`src/rtl/fstage_bus_pkg.sv`:
```
// Shared definitions for the fetch stage: state encodings, AXI response codes,
// reset PC default and the core-variant switch.
package fstage_bus_pkg;

  typedef enum logic [1:0] {
    FS_AR      = 2'd0,
    FS_R       = 2'd1,
    FS_HOLD    = 2'd2,
    FS_WAIT_PC = 2'd3
  } fstate_e;

  localparam logic [1:0]  AXI_RESP_OKAY    = 2'b00;
  localparam logic [31:0] RESET_PC_DEFAULT = 32'h8000_0000;
  // The multi-cycle fetch stage has no meaning in the single-cycle core.
  localparam bit          SINGLE_CYCLE     = 1'b0;

  function automatic logic pc_misaligned(input logic [31:0] pc);
    return pc[1:0] != 2'b00;
  endfunction

endpackage

```
`src/rtl/fstage_bus.sv`:
```
// Instruction fetch stage: one AXI4-Lite read per instruction, result held for decode.
// Latency AR entry -> m_valid is 2 cycles minimum; each handshake stalls its own state.
module fstage_bus
  import fstage_bus_pkg::*;
#(
  parameter logic [31:0] RESET_PC     = RESET_PC_DEFAULT,
  parameter logic [31:0] ILLEGAL_INST = 32'h0000_0000
) (
  input  logic        clk,
  input  logic        rst,
  input  logic        s_valid,
  output logic        s_ready,
  input  logic [31:0] dnpc,
  output logic        m_valid,
  input  logic        m_ready,
  output logic [31:0] instF,
  output logic [31:0] pcF,
  output logic [31:0] snpcF,
  output logic        fetch_err,
  output logic [31:0] araddr,
  output logic        arvalid,
  input  logic        arready,
  input  logic [31:0] rdata,
  input  logic [1:0]  rresp,
  input  logic        rvalid,
  output logic        rready
);

  if (SINGLE_CYCLE) begin : g_unsupported
    $error("fstage_bus cannot be built for the single-cycle core");
  end

  fstate_e     state_q, state_d;
  logic [31:0] pc_q, pc_d;
  logic [31:0] inst_q, inst_d;
  logic [31:0] pcf_q, pcf_d;
  logic [31:0] snpc_q, snpc_d;
  logic        err_q, err_d;

  always_ff @(posedge clk or negedge rst) begin
    if (!rst) begin
      state_q <= FS_AR;
      pc_q    <= RESET_PC;
      inst_q  <= 32'h0;
      pcf_q   <= RESET_PC;
      snpc_q  <= 32'h0;
      err_q   <= 1'b0;
    end else begin
      state_q <= state_d;
      pc_q    <= pc_d;
      inst_q  <= inst_d;
      pcf_q   <= pcf_d;
      snpc_q  <= snpc_d;
      err_q   <= err_d;
    end
  end

  always_comb begin
    state_d = state_q;
    pc_d    = pc_q;
    inst_d  = inst_q;
    pcf_d   = pcf_q;
    snpc_d  = snpc_q;
    err_d   = err_q;
    unique case (state_q)
      FS_AR: if (arready) state_d = FS_R;
      FS_R: begin
        if (rvalid) begin
          inst_d  = (rresp == AXI_RESP_OKAY) ? rdata : ILLEGAL_INST;
          pcf_d   = pc_q;
          snpc_d  = pc_q + 32'd4;
          // A misaligned PC is still fetched; the fault travels with the instruction.
          err_d   = (rresp != AXI_RESP_OKAY) | pc_misaligned(pc_q);
          state_d = FS_HOLD;
        end
      end
      FS_HOLD: if (m_ready) state_d = FS_WAIT_PC;
      FS_WAIT_PC: begin
        if (s_valid) begin
          pc_d    = dnpc;
          state_d = FS_AR;
        end
      end
      default: state_d = FS_AR;
    endcase
  end

  // Handshake outputs depend on state only, so no input reaches an output combinationally.
  assign arvalid   = (state_q == FS_AR);
  assign rready    = (state_q == FS_R);
  assign m_valid   = (state_q == FS_HOLD);
  assign s_ready   = (state_q == FS_WAIT_PC);
  assign araddr    = pc_q;
  assign instF     = inst_q;
  assign pcF       = pcf_q;
  assign snpcF     = snpc_q;
  assign fetch_err = err_q;

  a_rvalid_only_in_r : assert property (@(posedge clk) disable iff (!rst)
    rvalid |-> (state_q == FS_R))
    else $error("rvalid asserted outside the R state");

endmodule

```
`config.mk`:
```
export PLATFORM = sky130hd
export DESIGN_NAME = fstage_bus
export DESIGN_NICKNAME = d
export VERILOG_FILES = /design/src/rtl/fstage_bus_pkg.sv /design/src/rtl/fstage_bus.sv
export SDC_FILE = /design/constraint.sdc
export NUM_CORES = 1
export LEC_CHECK = 0
export BUFFER_PORTS_ARGS = -buffer_cell sky130_fd_sc_hd__buf_2
export CAP_MARGIN = 20
export CELL_PAD_IN_SITES_DETAIL_PLACEMENT = 0
export CELL_PAD_IN_SITES_GLOBAL_PLACEMENT = 1
export CORE_MARGIN = 2
export CORE_UTILIZATION = 37
export CTS_CLUSTER_DIAMETER = 30
export DETAILED_ROUTE_END_ITERATION = 10
export PLACE_DENSITY = 0.84
export RECOVER_POWER = 25
export SYNTH_ARGS = -nofsm -noshare
export SYNTH_HDL_FRONTEND = slang
export SYNTH_SLANG_ARGS = --single-unit
```
`constraint.sdc`:
```
create_clock -name clk -period 2.2 [get_ports clk]
set_input_delay 0.44 -clock clk [delete_from_list [all_inputs] [get_ports clk]]
set_output_delay 0.44 -clock clk [all_outputs]
set_load 0.005 [all_outputs]
```
**After elaboration in Yosys (flattened, before gate mapping)**

Index checks and enable logic that the tools add are counted.

- Add/sub/neg operators: 1
- Eq/ne operators: 7
- Multiplexer cells: 6
- Bitwise gates (word level): 1
- Reduce and logical (&&, ||, !) cells: 7

Operators with widths:

| operator | count |
|---|---|
| 32-bit by 3-bit adder with 32-bit output (second input constant) | 1 |
| 32-bit 2-to-1 mux | 1 |
| 2-bit 2-to-1 mux | 4 |
| 2-bit case mux with 4 select lines | 1 |
| 2-bit equality test (second input constant) | 2 |
| 2-bit zero test | 2 |
| 2-bit by 1-bit != test with 1-bit output (second input constant) | 2 |
| 2-bit != test (second input constant) | 2 |
| 2-bit AND reduction | 2 |
| 4-bit AND reduction | 1 |
| 2-bit nonzero test | 2 |
| 2-bit by 1-bit equality test with 1-bit output (second input constant) | 1 |
| 1-bit OR | 1 |

- Flip-flop bits (word level): 131
- Input bits: 72
- Output and inout port bits: 133
- Word-level logic and storage cells: 28

**Longest topological paths before layout**

Gate-level depths: netlist of run 1.

- Word-level depth: 3
- Gate-level depth with buffers: 8
- Gate-level depth less buffers: 6

**Worst setup path after synthesis of run 1**

No wires, ideal clock.

- Path kind: flip-flop to flip-flop
- Start: reg pc_q[2] (netlist: araddr[2])
- End: reg snpc_q[24] (netlist: snpcF[24])
- Library setup time: 82 ps
- Data arrival time: 1968 ps
- Required time: 2118 ps
- Setup slack: 150 ps
- Stages on the path, launching flop included: 7
- Path buffers: 1
- Period minus slack after synthesis: 2050 ps
- Path through: dfrtp_1 > ha_1 > nand3_2 > or4_1 > clkbuf_1 > or3_1 > a31oi_1

- Word-level cells in the longest chain between the ends: 1

Ends and longest elaborated chain:

| element | RTL line | source |
|---|---|---|
| from (decl) | fstage_bus.sv:34 | `logic [31:0] pc_q, pc_d;` |
| from (signal assigned) | fstage_bus.sv:50 | `pc_q <= pc_d;` |
| 32-bit by 3-bit adder with 32-bit output | fstage_bus.sv:71 | `snpc_d = pc_q + 32'd4;` |
| to (signal assigned) | fstage_bus.sv:53 | `snpc_q <= snpc_d;` |
| to (decl) | fstage_bus.sv:37 | `logic [31:0] snpc_q, snpc_d;` |

No other way between the ends.
A chain may end at the register's enable or synchronous reset.

**Worst setup path after layout of run 1**

- Start: reg pc_q[4] (netlist: araddr[4])
- End: reg snpc_q[27] (netlist: snpcF[27])

The elaborated chain is that of the path after synthesis.

==> impl_metrics.tcl, run 1 <==
set metrics [dict create \
    synth_top_area_share 0.585 \
    post_dp_cell_area_mm2 0.00675 \
    comb_power_share 0.367 \
    routabilityCongestion 0.863 \
    antenna_found_initial 1 \
    outcome "complete, no violations" \
    cap_violations 0 \
    num_antenna_cells 0 \
    pre_cts_ws_ns 0.0866 \
    worstHoldPathType "in -> reg" \
    critPathMaxStageDelay_ns 0.62 \
    finalInstanceArea_mm2 0.00735 \
    htreeDepth 4 \
    io_buffer_count 204 \
    vias 4551 \
    worst_hold_slack_ns 0.246 \
    fin_crit_ns 2.06 \
    route.detailed.drc 0 \
    grt_pass1_wl_mm 24.2 \
    fmax_mhz 485 \
    crit_type "reg -> reg" \
    period_share 0.937 \
    crit_chain "nand4_1 > or4_4 > or4_1 > a31oi_1" \
    switching_share 0.347 \
    ys_ff_latch 129 \
    skew_ns 0.00712 \
    die_width_um 125 \
    core_area_mm2 0.0144 \
    die_y_um 125 \
    via_per_inst 5.00 \
    final_cells 910 \
    row_count 44 \
    syn_nets 571 \
    slew_viol_final 0 \
    post_route_cells_drive_above_1_share 0.426 \
    cp_max_fo 11 \
    clockRootBuffer "clkbuf_16" \
    grt_max_degree 64 \
    slowest_stage "or4_4" \
    power.clock.fraction 0.250 \
    internal_power_mw 7.37 \
    clkLatencyLatePin_ns 0.41 \
    wl_per_cell_um 16.8 \
    hold_viol 0 \
    setup_viol_count_final 0 \
    setup_ws_ns 0.139 \
    powerDensity_mw_per_mm2 1530 \
    final_net_count 791 \
    synthTopCellsByArea "dfrtp_1 58%, nand2_1 8.2%, mux2_2 6.8%" \
    startpoint_type "register" \
    grtUsageTotal 0.197 \
    syn_area_mm2 0.00544 \
    gr-total-overflow 0 \
    cts_sinks 129 \
    dieArea_mm2 0.0157 \
    rsz0062_at_grt "false" \
    place_inst 876 \
    leakagePower_nw 3.78 \
    synth_top_cells_by_count "127 x dfrtp_1, 119 x nand2_1, 33 x mux2_2" \
    start_util 0.377 \
    synth_ff_type "dfrtp_1" \
    worstMarginPinSlew_ns 1.12 \
    io_pins 205 \
    drt_iter0_drc 223 \
    yosysTopAreaCell "dfrtp_1" \
    area.growth.synth_to_final_pct 35.3 \
    finalSetupTns_ns 0 \
    vdd_drop_max_mv 0.770 \
    clk_path_buf_depth 2 \
    synth_warnings 0 \
    crit_required_ns 2.52 \
    first_pass_iters 4 \
    wl_mm 15.3 \
    endpoint_kind "register" \
    dp_hpwl_mm 11.2 \
    cts_tree "built" \
    yosysMostFrequentCell "dfrtp_1" \
    grt_pass1_vias 4486 \
    switching_power_mw 3.91 \
    relSlewSlack 0.251 \
    ant_nets 0 \
    async_flop_share 1.00 \
    synth_cell_types 43 \
    clk_pin_slew_worst_paths_ns 0.06 \
    avgSynthCellArea_um2 11.0 \
    seqPwrFrac 0.383 \
    synth_edf_count 0 \
    seq_area_frac_synth 0.594 \
    arrival_ns 2.38 \
    synthCells 493 \
    numCtsBuffers 17 \
]
[placed cells by master (no fill, tap or decap), types with 3 or more instances in the layout]
master / instances
clkbuf_16: 17
nand4_1: 9
a22o_1: 32
or4_4: 3
nor3_1: 3
xor2_1: 6
a31oi_1: 12
mux2_2: 33
nand3_1: 9
and3_1: 3
bufinv_16: 3
nand2_1: 118
buf_2: 203
buf_4: 27
clkinv_2: 6
xnor2_1: 7
or3_1: 9
or4_1: 4
ha_1: 6
dfrtp_1: 126
nor2_1: 18
o21ai_0: 27
inv_1: 9
[worst max-delay path, delay by kind of cell (launching register included)]
kind | cells | cell delay, ns
compound gates | 1 | 0.19
flops | 1 | 0.48
simple gates | 3 | 1.29
[layer usage]
layer	GRT usage	wire, um	up-vias
met1	0.254	6670	2221
met2	0.307	7170	141
li1	-	-	2152
met4	0.0908	484	2
met3	0.0578	965	35
met5	0	13	-
[per-stage QoR]
step / power (mW) / utilization
finish: 11.3 / 0.510
global placement: 8.35 / 0.468
CTS: 11.4 / 0.510
global route: 12.1 / 0.510
detailed placement: 8.53 / 0.468
floorplan: 6.32 / -
[what timing repair did]
item	in CTS	in global routing
hold buffers	1	0
endpoints found under the setup margin	0	4
hold endpoints to repair	40	0
buffers inserted	0	1
gates resized for setup	0	2
[power groups by stage]
stage,combinational (mW),sequential [mW],clock (mW)
finish,4.15,4.32,2.82
global route,4.58,4.49,2.98
CTS,4.20,4.32,2.88
detailed placement,4.18,4.34,0
global placement,4.08,4.28,0
floorplan,1.89,4.43,0
[kinds of logic (layout without fill, tap and decap cells)]
kind of cell             count (synthesis)  count (layout)  share of synthesized area
AND/OR/NAND/NOR                        190             190                      0.161
flip-flops                             129             129                      0.594
AO/OA/AOI/OAI                           80              80                      0.102
buffers and inverters                   41             274                     0.0378
multiplexers                            34              34                     0.0702
XOR/XNOR                                13              13                     0.0209
adder cells (fa/ha/maj)                  6               6                     0.0138
[final timing paths]
path / startpoint / endpoint / slack, ns / cells past startpoint
worst max register to register: araddr[4] / snpcF[27] / 0.14 / 4
max in group asynchronous: rst / instF[28] / 0.26 / 3
worst max-delay path: araddr[4] / snpcF[27] / 0.14 / 4
min in group asynchronous: rst / araddr[20] / 0.80 / 2
worst min register to register: pcF[31] / pcF[31] / 0.46 / 2
worst min-delay path: rdata[12] / instF[12] / 0.25 / 2
[registers in the layout (all words and copies together) (netlist names)]
signal and count:
araddr 32, fetch_err 1, instF 32, pcF 32, snpcF 30, state_q 2
[final cells by class]
class	instances	area (um2)
clock buffer	21	460
clock inverter	11	136
fill	1329	7070
inverter	9	33.8
multi-input combinational	323	2020
sequential	129	3230
tap	184	230
timing repair buffer	233	1240
(Power assumes the default switching activity.)
==> run 2: changes to the inputs <==
--- a/config.mk
+++ b/config.mk
@@ -15,6 +15,7 @@
 export DETAILED_ROUTE_END_ITERATION = 10
 export PLACE_DENSITY = 0.84
 export RECOVER_POWER = 25
+export REMOVE_ABC_BUFFERS = 1
 export SYNTH_ARGS = -nofsm -noshare
 export SYNTH_HDL_FRONTEND = slang
 export SYNTH_SLANG_ARGS = --single-unit
==> run 2 against run 1 <==
Against the previous run: largest cell class unchanged; hold slack hardly changed; sequential power hardly changed; total power is 0.30% lower; clock power is 2% higher.
==> impl_metrics.tcl, run 2 (synthesis gave the netlist of run 1 again) <==
set metrics [dict create \
    finalSetupTns_ns 0 \
    clkLatencyLatePin_ns 0.41 \
    fmax_mhz 487 \
    ff_latch_area_mm2 0.00323 \
    first_pass_iters 4 \
    setup_viol_count_final 0 \
    grt_max_degree 52 \
    row_count 44 \
    relSlewSlack 0.156 \
    clockRootBuffer "clkbuf_16" \
    vdd_drop_max_mv 0.646 \
    antenna_found_initial 0 \
    power_mw 11.3 \
    die_y_um 125 \
    numCtsBuffers 17 \
    via_per_inst 4.88 \
    core_area_mm2 0.0144 \
    slew_viol_final 0 \
    worstHoldPathType "in -> reg" \
    endpoint_kind "register" \
    cp_max_fo 12 \
    startpoint_type "register" \
    fin_crit_ns 2.05 \
    period_share 0.933 \
    clk_pin_slew_worst_paths_ns 0.05 \
    grt_pass1_wl_mm 23.2 \
    outcome "complete, no violations" \
    final_common_cell "buf_2" \
    crit_required_ns 2.55 \
    final_cell_mix "203 x buf_2, 127 x dfrtp_1, 117 x nand2_1" \
    grt_pass1_vias 4433 \
    cts_tree "built" \
    rsz0062_at_grt "false" \
    start_util 0.377 \
    clk_path_buf_depth 2 \
    multi_input_area_mm2 0.00202 \
    hold_viol 0 \
    routabilityCongestion 0.829 \
    area.growth.synth_to_final_pct 36.1 \
    num_antenna_cells 0 \
    io_pins 205 \
    worst_hold_slack_ns 0.247 \
    route.detailed.drc 0 \
    worstMarginPinSlew_ns 1.27 \
    final_net_count 792 \
    crit_type "reg -> reg" \
    wl_per_cell_um 15.9 \
    wl_mm 14.5 \
    skew_ns 0.00711 \
    gr-total-overflow 0 \
    post_route_cells_drive_above_1_share 0.422 \
    ant_nets 0 \
    fillers 1310 \
    powerDensity_mw_per_mm2 1520 \
    io_buffer_count 204 \
    dp_hpwl_mm 10.6 \
    cap_violations 0 \
    die_width_um 125 \
    leakagePower_nw 3.80 \
    vias 4450 \
    arrival_ns 2.40 \
    dieArea_mm2 0.0157 \
    htreeDepth 4 \
    drt_iter0_drc 141 \
    grtUsageTotal 0.187 \
    cts_sinks 129 \
]
run 2: through the flow:
stage / util / worst slack (ns) / cell area (um2) / instances
floorplan: - / -2.25 / 5260 / 461
detailed placement: 0.471 / 0.132 / 6790 / 878
CTS: 0.514 / 0.138 / 7420 / 911
finish: 0.513 / 0.147 / 7400 / 911
global route: 0.513 / 0.0435 / 7400 / 911
global placement: 0.471 / 0.176 / 6790 / 878
run 2: layout make-up:
cell class                 instances  area share
inverter                           9     0.00457
sequential                       129       0.437
tap                              184      0.0311
clock buffer                      29      0.0744
clock inverter                     3     0.00879
multi-input combinational        323       0.272
timing repair buffer             234       0.172
run 2: per-layer routing:
| metal | global-route usage | share of wire | wire length, um |
|---|---|---|---|
| met1 | 0.240 | 0.45 | 6540 |
| met2 | 0.298 | 0.46 | 6750 |
| met3 | 0.0616 | 0.069 | 998 |
| met4 | 0.0660 | 0.016 | 238 |
| met5 | 0 | 0 | 0 |
run 2: final timing paths:
kind | endpoint | slack [ns] | cells past startpoint | start
worst min-delay path | instF[9] | 0.25 | 2 | rdata[9]
worst max-delay path | snpcF[22] | 0.15 | 5 | araddr[2]
worst max register to register | snpcF[22] | 0.15 | 5 | araddr[2]
max in group asynchronous | snpcF[13] | 0.34 | 3 | rst
min in group asynchronous | instF[9] | 0.84 | 2 | rst
worst min register to register | pcF[31] | 0.46 | 2 | pcF[31]
run 2: critical path, stage by stage, from the launching register on:
cell and delay, ns:
dfrtp_1 0.35, ha_1 0.20, nand3_2 0.10, or4_1 0.72
or4_1 0.52, nand3_1 0.09
run 2: timing repair:
action,CTS,global route
endpoints found under the hold margin,47,0
hold buffers,1,0
endpoints found under the setup margin,0,0
resized for setup,0,0
setup buffers,0,0
run 2: power by group:
part | total [mW] | leakage [nW] | switching [mW] | internal [mW]
registers | 4.31 | 1.61 | 0.803 | 3.51
logic | 4.06 | 1.89 | 2.01 | 2.05
clock network | 2.88 | 0.304 | 0.970 | 1.91
total | 11.3 | 3.80 | 3.79 | 7.47
